==> src/rtl/golden_add.sv <==
// Reference adder: combinational a + b + c_in, returned as {carry, sum}.
module golden_add #(
    parameter int WIDTH = 64
) (
    input  logic [WIDTH-1:0] a_i,
    input  logic [WIDTH-1:0] b_i,
    input  logic             cin_i,
    output logic [WIDTH:0]   result_o
);

    assign result_o = {1'b0, a_i} + {1'b0, b_i} + {{WIDTH{1'b0}}, cin_i};

endmodule

==> config.mk <==
export PLATFORM = sky130hd
export DESIGN_NAME = golden_add
export DESIGN_NICKNAME = d
export VERILOG_FILES = /design/src/rtl/golden_add.sv
export SDC_FILE = /design/constraint.sdc
export NUM_CORES = 1
export LEC_CHECK = 0
export CAP_MARGIN = 5
export CORE_MARGIN = 1
export CORE_UTILIZATION = 43
export DETAILED_ROUTE_END_ITERATION = 7
export PLACE_DENSITY = 0.95
export SLEW_MARGIN = 10
export SYNTH_ARGS = -nofsm -noshare
export SYNTH_HDL_FRONTEND = slang
export SYNTH_SLANG_ARGS = --single-unit
==> constraint.sdc <==
create_clock -name vclk -period 5.3
set_input_delay 1.06 -clock vclk [all_inputs]
set_output_delay 1.06 -clock vclk [all_outputs]
set_load 0.02 [all_outputs]
## After elaboration in Yosys (flattened, before gate mapping)

Cells that the tools add are included.

| cells by class | value |
|---|---|
| add/subtract/negate cells | 2 |

Operator list:

| operator | count |
|---|---|
| adder 64 x 64 -> 65 bit | 1 |
| adder 65 x 1 -> 65 bit | 1 |

| storage, ports and cells | value |
|---|---|
| flip-flop bits (word level) | 0 |
| input bits | 129 |
| output and inout bits | 65 |
| word-level logic and storage cells | 2 |

## Logic depth before layout (Yosys ltp)

Gate-level depths: netlist of run 1.

| logic depth | value |
|---|---|
| word-level depth | 2 |
| depth in mapped cells | 12 |
| gate-level depth less buffers | 12 |

## Worst setup path after synthesis of run 1

Ideal clock, no wire load.

| timing | value |
|---|---|
| kind | input-to-output |
| start point | input port a_i[0] |
| end point | output port result_o[42] |
| arrival time | 3.811 ns |
| required time | 4.240 ns |
| path slack | 0.429 ns |
| stages | 12 |
| buffers on the path | 0 |
| cell sequence | fa_1 -> fa_1 -> a211oi_1 -> o21bai_1 -> a21oi_1 -> o21ai_1 -> a311oi_1 -> o32ai_1 -> nor2_1 -> o21a_1 -> o21ai_0 -> xor2_1 |

| between the ends | value |
|---|---|
| longest elaborated chain between the ends | 2 |

RTL lines:

| what | RTL line | source |
|---|---|---|
| start, declared | 5 | `input logic [WIDTH-1:0] a_i,` |
| adder 64 x 64 -> 65 bit | 11 | `assign result_o = {1'b0, a_i} + {1'b0, b_i} + {{WIDTH{1'b0}}, cin_i};` |
| adder 65 x 1 -> 65 bit | 11 |  |
| end, declared | 8 | `output logic [WIDTH:0] result_o` |

Every way passes these cells.

## Final worst setup path of run 1

| timing | value |
|---|---|
| start point | input port a_i[8] |
| end point | output port result_o[55] |

Same word-level chain as after synthesis.

==> results of run 1 <==
-- layout make-up --
cell class | count | area, µm²
fillers | 592 | 1941
inverters | 18 | 67.56
repair buffers | 304 | 2711
well taps | 108 | 135.1
multi-input cells | 532 | 3866
-- repair_timing --
item                                    in CTS  in global routing
setup buffers                                2                  6
endpoints found under the setup margin      46                 38
resized for setup                          102                 43
pin swaps                                   16                 16
-- metrics by stage --
stage | power [mW] | utilization, % | area, µm² | std cells
3_5_place_dp | 1.076 | 75.85 | 6615 | 954
2_1_floorplan | 0.5598 | - | 3879 | 574
5_1_grt | 1.154 | 77.75 | 6780 | 962
6_report | 1.088 | 77.75 | 6780 | 962
3_3_place_gp | 1.047 | 75.85 | 6615 | 954
4_1_cts | 1.049 | 76.15 | 6641 | 956
-- report_power, final --
part / leakage [nW] / internal [mW] / switching [mW]
Combinational: 3.14 / 0.522 / 0.566
Sequential: 0 / 0 / 0
Clock: 0 / 0 / 0
-- worst max-delay path by stage --
stage,slack (ns),end,from,cells past startpoint
finish,0.07,result_o[55],a_i[8],15
CTS,-0.006,result_o[38],a_i[0],14
global placement,-0.68,result_o[58],a_i[0],15
detailed placement,-0.86,result_o[50],a_i[0],14
global route,-0.02,result_o[61],a_i[4],14
floorplan,0.43,result_o[42],a_i[0],12
-- per-layer routing --
layer / vias up / GRT usage [%]
li1: 2711 / -
met1: 2697 / 36.83
met2: 360 / 59.53
met3: 101 / 4.118
met4: 0 / 17.11
met5: - / 0
-- logic make-up (layout without fill, tap and decap cells) --
kind of cell | Yosys count | count (layout) | synth area share, %
AO/OA/AOI/OAI | 231 | 231 | 39.00
AND/OR/NAND/NOR | 179 | 179 | 22.29
XOR/XNOR | 57 | 57 | 12.87
buffers and inverters | 42 | 322 | 4.484
adder cells (fa/ha/maj) | 65 | 65 | 21.35
-- cell usage in the layout, fill, tap and decap left out, types with 4 or more instances in the layout --
cell	n
o21bai_1	14
nor2_1	35
clkbuf_2	5
buf_4	111
o21ai_1	8
a21o_1	39
o21ai_0	33
ha_4	5
nor3_1	11
nand2_1	60
buf_2	8
xor2_1	17
dlygate4sd2_1	13
xnor2_1	40
nand2b_1	4
inv_1	18
nand3_1	16
nor2b_1	8
nand4_1	17
dlymetal6s2s_1	9
a31oi_1	6
and2_1	4
o21a_1	6
clkdlybuf4s15_1	7
a21oi_1	73
o21ai_2	4
a21oi_2	8
o211ai_1	4
ha_1	58
and3_1	9
clkdlybuf4s15_2	4
clkdlybuf4s50_1	147
==> key figures, run 1 <==
Timing
  – Slew headroom: 61.08%
  – Slew Limit Fails: 0
  – Final min period: 5.232 ns
  – Setup violators final: 0
  – Final setup margin: 0.06792 ns
  – Hold Vio Cnt, Final: 0
  – Hold WS: ~3.0 ns
  – Slew at the pin closest to its max-slew limit: about 0.57 ns
  – Fmax: between 150 and 200 MHz
  – RSZ-0062 raised after global routing: yes
  – Setup TNS: 0 ns
  – Fin crit share: a little over nine tenths

Min path
  – Hold EP: result_o[64]
  – Hold path depth: 5
  – Worst hold path type: input pin to output port
  – Hold Path Origin: b_i[63]

Routing
  – First drt pass iteration count: 5
  – Routed WL: around 17000 µm
  – Via density: approximately 6.1
  – DR vias: about 5.9k
  – Number of nets with antenna violations after routing: 0
  – Met2 routed WL: ~8300 µm
  – First-iteration detailed-routing DRC count: ~320
  – Max layer used: met4
  – DR WL met3: 1062 µm
  – Met1 Routed Length: about 6400 µm
  – DR DRC count: 0
  – Post-DR wirelength/cell: between 15 and 20 µm

Placed design
  – IO buf count: ~190
  – GPL Wtd Cong: between 0.9 and 1
  – Post-Place Setup Slack: -0.8602 ns
  – DPL Wire Length: between 10000 and 15000 µm

Floorplanning
  – Die Width: a little under 100 µm
  – Core area: 8721 µm²
  – Die area: about 9400 µm²
  – IO Count: around 190
  – Die height: about 97 µm
  – Row Count: 34
  – Initial Util: 44.48%

Synth
  – Most common cell in the synthesized netlist: a21oi_1
  – Synth warn: 0
  – Synth top area cells: ha_1, a21oi_1, xnor2_1
  – Top-area cell type share of the netlist area: between 20 and 25%
  – Synthesized area: 3879 µm²
  – Gate Count Post-Synth: roughly 570
  – Commonest cells post-synth: a21oi_1, ha_1, nand2_1, xnor2_1, a21o_1
  – Average size of a mapped cell: ~6.8 µm²
  – Synth cell types: 58
  – Largest area contributor in the netlist: ha_1
  – Post-Syn Nets: 768
  – Sequential area share after synthesis: 0%

Cells and area
  – Register area: 0 µm²
  – Area Growth Syn to Fin: 74.81%
  – CLK BUF: 0
  – N_diodes: 0
  – Layout cell share with drive strength beyond 1: about a fifth
  – Seq Cell Count: 0
  – Nets@finish: 1050

Outcome
  – Status: finished, final reports clean

Critical path
  – Cell Chain, Critical Path: clkdlybuf4s50_1, ha_4, buf_4, nand3_1, nand2_1, a221o_1, buf_4, o21ai_2, a21oi_2, o21ai_2, a21boi_1, o21bai_2, nand2_1, o311a_1, dlygate4sd2_1
  – CP Class: input pin to output port
  – Crit path max-delay family: compound AO/OA/AOI/OAI gates
  – Worst Setup Start Kind: input pin
  – Critical path fanouts, max: 4
  – Worst path bufs/invs: 4
  – CP required: 4.24 ns
  – Max incr delay on CP: 0.54 ns
  – Worst path slowest cell: clkdlybuf4s50_1
  – Crit end category: output port
  – WP data arrival: around 4.2 ns

Clock network
  – Post-CTS Hold Fix Bufs: 0

Power
  – Leakage Power: between 3 and 4 nW
  – Max VDD drop: 0.1037 mV
  – PwrDens: ~160 nW/µm²

GRT
  – Largest net degree at the start of global routing: 10
  – Congestion Overflow GR: 0
  – Vias in the first global route: around 5.9k
  – First-pass GRT wire length: about 26000 µm
  – Total GRT Usage: roughly 33%
  – Initial antenna violation count: 0

Flow run
  – Max-cap violation count: 0
Note: power is estimated with default switching activity, not from simulation.
==> run 2: changes to the inputs <==
Settings changed: CORE_MARGIN 1 to not set, CORE_UTILIZATION 43 to 46.
Clock period 5.3 ns to 6.3 ns, I/O delays scaled along.
==> run 2 against run 1 <==
Non-clock buffer count shrank 97. Cell count shrank 10%. Combinational power shrank 24%. Sequential share of layout area is the same. Power shrank 24%. Worst hold slack gained 0.44 ns.
==> key figures, run 2 (same netlist as run 1, synthesis figures left out) <==
Outcome
  – Status: finished, final reports clean

Critical path
  – Max incr delay on CP: approximately 0.64 ns
  – Worst Setup Start Kind: input pin
  – Cell Chain, Critical Path: clkdlybuf4s50_1, fa_1, a21oi_1, o21ba_1, a21oi_2, o41ai_4, nor4_2, nor3b_2, o21ai_4, a31oi_4, o21a_1, o311a_1, clkdlybuf4s50_1
  – CP dominant cell by count: clkdlybuf4s50_1
  – WP data arrival: 4.97 ns
  – Crit end category: output port
  – CP required: 5.04 ns
  – Worst path slowest cell: clkdlybuf4s50_1
  – CP Class: input pin to output port
  – Critical path fanouts, max: 4
  – Crit path from: a_i[0]
  – Setup crit end: result_o[57]

Floorplanning
  – Initial Util: between 40% and 50%
  – Row Count: 33
  – Core area: roughly 8000 µm²
  – Die height: around 94 µm
  – Die Width: about 94 µm
  – Die area: between 8000 and 9000 µm²
  – IO Count: between 150 and 200

Routing
  – DR DRC count: 0
  – Number of nets with antenna violations after routing: 0
  – First-iteration detailed-routing DRC count: around 250
  – Via density: between 5 and 6
  – Post-DR wirelength/cell: 16.58 µm
  – Routed WL: approximately 14000 µm
  – DR vias: between 5k and 6k
  – First drt pass iteration count: 5

Cells and area
  – Area Growth Syn to Fin: 52.81%
  – Layout cell share with drive strength beyond 1: under 10%
  – Most common cell after layout, fill and taps aside: clkdlybuf4s50_1
  – N_diodes: 0
  – Register area: 0 µm²
  – CLK BUF: 0
  – Fin area: about 6000 µm²
  – Nets@finish: 953
  – Multi-input combinational cell area: around 3700 µm²
  – Post-Layout Cell Count: 862
  – Fillers: between 600 and 700
  – Seq Cell Count: 0
  – Most frequent cells in the layout: clkdlybuf4s50_1, a21oi_1, ha_1, nand2_1, xnor2_1

GRT
  – Total GRT Usage: 30.95%
  – Initial antenna violation count: 0
  – Congestion Overflow GR: 0
  – Largest net degree at the start of global routing: 14
  – First-pass GRT wire length: approximately 22000 µm
  – Vias in the first global route: around 4.9k

Power
  – Max VDD drop: approximately 0.10 mV
  – PwrDens: around 140 nW/µm²
  – Leakage Power: around 2.6 nW
  – Total power draw: approximately 0.83 mW

Min path
  – Worst hold path type: input pin to output port

Flow run
  – Max-cap violation count: 0

Placed design
  – Post-Place Setup Slack: -0.1679 ns
  – IO buf count: 194
  – Placed insts: 861
  – Placed Area: 5936 µm²
  – GPL Wtd Cong: ~0.9
  – DPL Wire Length: roughly 12000 µm

Timing
  – RSZ-0062 raised after global routing: no
  – Fin crit share: between 90% and 100%
  – Hold Vio Cnt, Final: 0
  – Slew at the pin closest to its max-slew limit: 0.6244 ns
  – Slew headroom: 57.99%
  – Hold WS: between 3 and 4 ns
  – Final setup margin: between 0.07 and 0.08 ns
  – Fmax: around 160 MHz
  – Setup violators final: 0
  – Final min period: between 6 and 7 ns
  – Slew Limit Fails: 0
==> run 2: routing by layer <==
| metal | wire length, µm | global-route usage (%) | vias to the layer above |
|---|---|---|---|
| met4 | 340 | 7.179 | 0 |
| met5 | 0 | 0 | - |
| met2 | 6925 | 55.60 | 270 |
| met1 | 6068 | 40.24 | 2352 |
| met3 | 955 | 1.456 | 31 |
| li1 | - | - | 2507 |
==> run 2: power breakdown <==
part / internal [mW] / total [mW] / switching (mW) / leakage, nW
logic: 0.388 / 0.826 / 0.438 / 2.62
registers: 0 / 0 / 0 / 0
clock network: 0 / 0 / 0 / 0
total: 0.388 / 0.826 / 0.438 / 2.62
==> run 2: cell type report <==
cell class	count	share of cell area [%]
well taps	105	2.217
inverters	18	1.140
multi-input cells	532	62.74
repair buffers	207	33.90
==> run 2: worst min path at each step <==
stage	start	to	slack [ns]	cells past startpoint
after floorplan	cin_i	result_o[0]	2.77	1
after global placement	cin_i	result_o[0]	3.74	3
after detailed placement	cin_i	result_o[0]	3.77	3
after CTS	b_i[62]	result_o[62]	3.60	4
after global routing	b_i[62]	result_o[62]	3.50	4
final	b_i[62]	result_o[62]	3.44	4
==> run 2: metrics by stage <==
step | setup TNS [ns] | util, %
floorplan | 0 | -
detailed placement | -0.7668 | 72.60
global placement | -0.01011 | 72.60
finish | 0 | 72.50
global route | 0 | 72.50
CTS | 0 | 72.53
==> run 2: timing repair <==
| item | 4_1_cts | 5_1_grt |
|---|---|---|
| setup endpoints to repair | 11 | 18 |
| gates resized for setup | 11 | 31 |
| pin swaps | 1 | 1 |
| hold buffers | 0 | 0 |
| buffers inserted | 1 | 0 |
==> run 2: worst max-delay path, delay by kind of cell <==
family,cells,cell delay [ns]
AND/OR/NAND/NOR,2,0.44
AO/OA/AOI/OAI,8,1.72
buffers and inverters,2,1.07
adder cells (fa/ha/maj),1,0.47
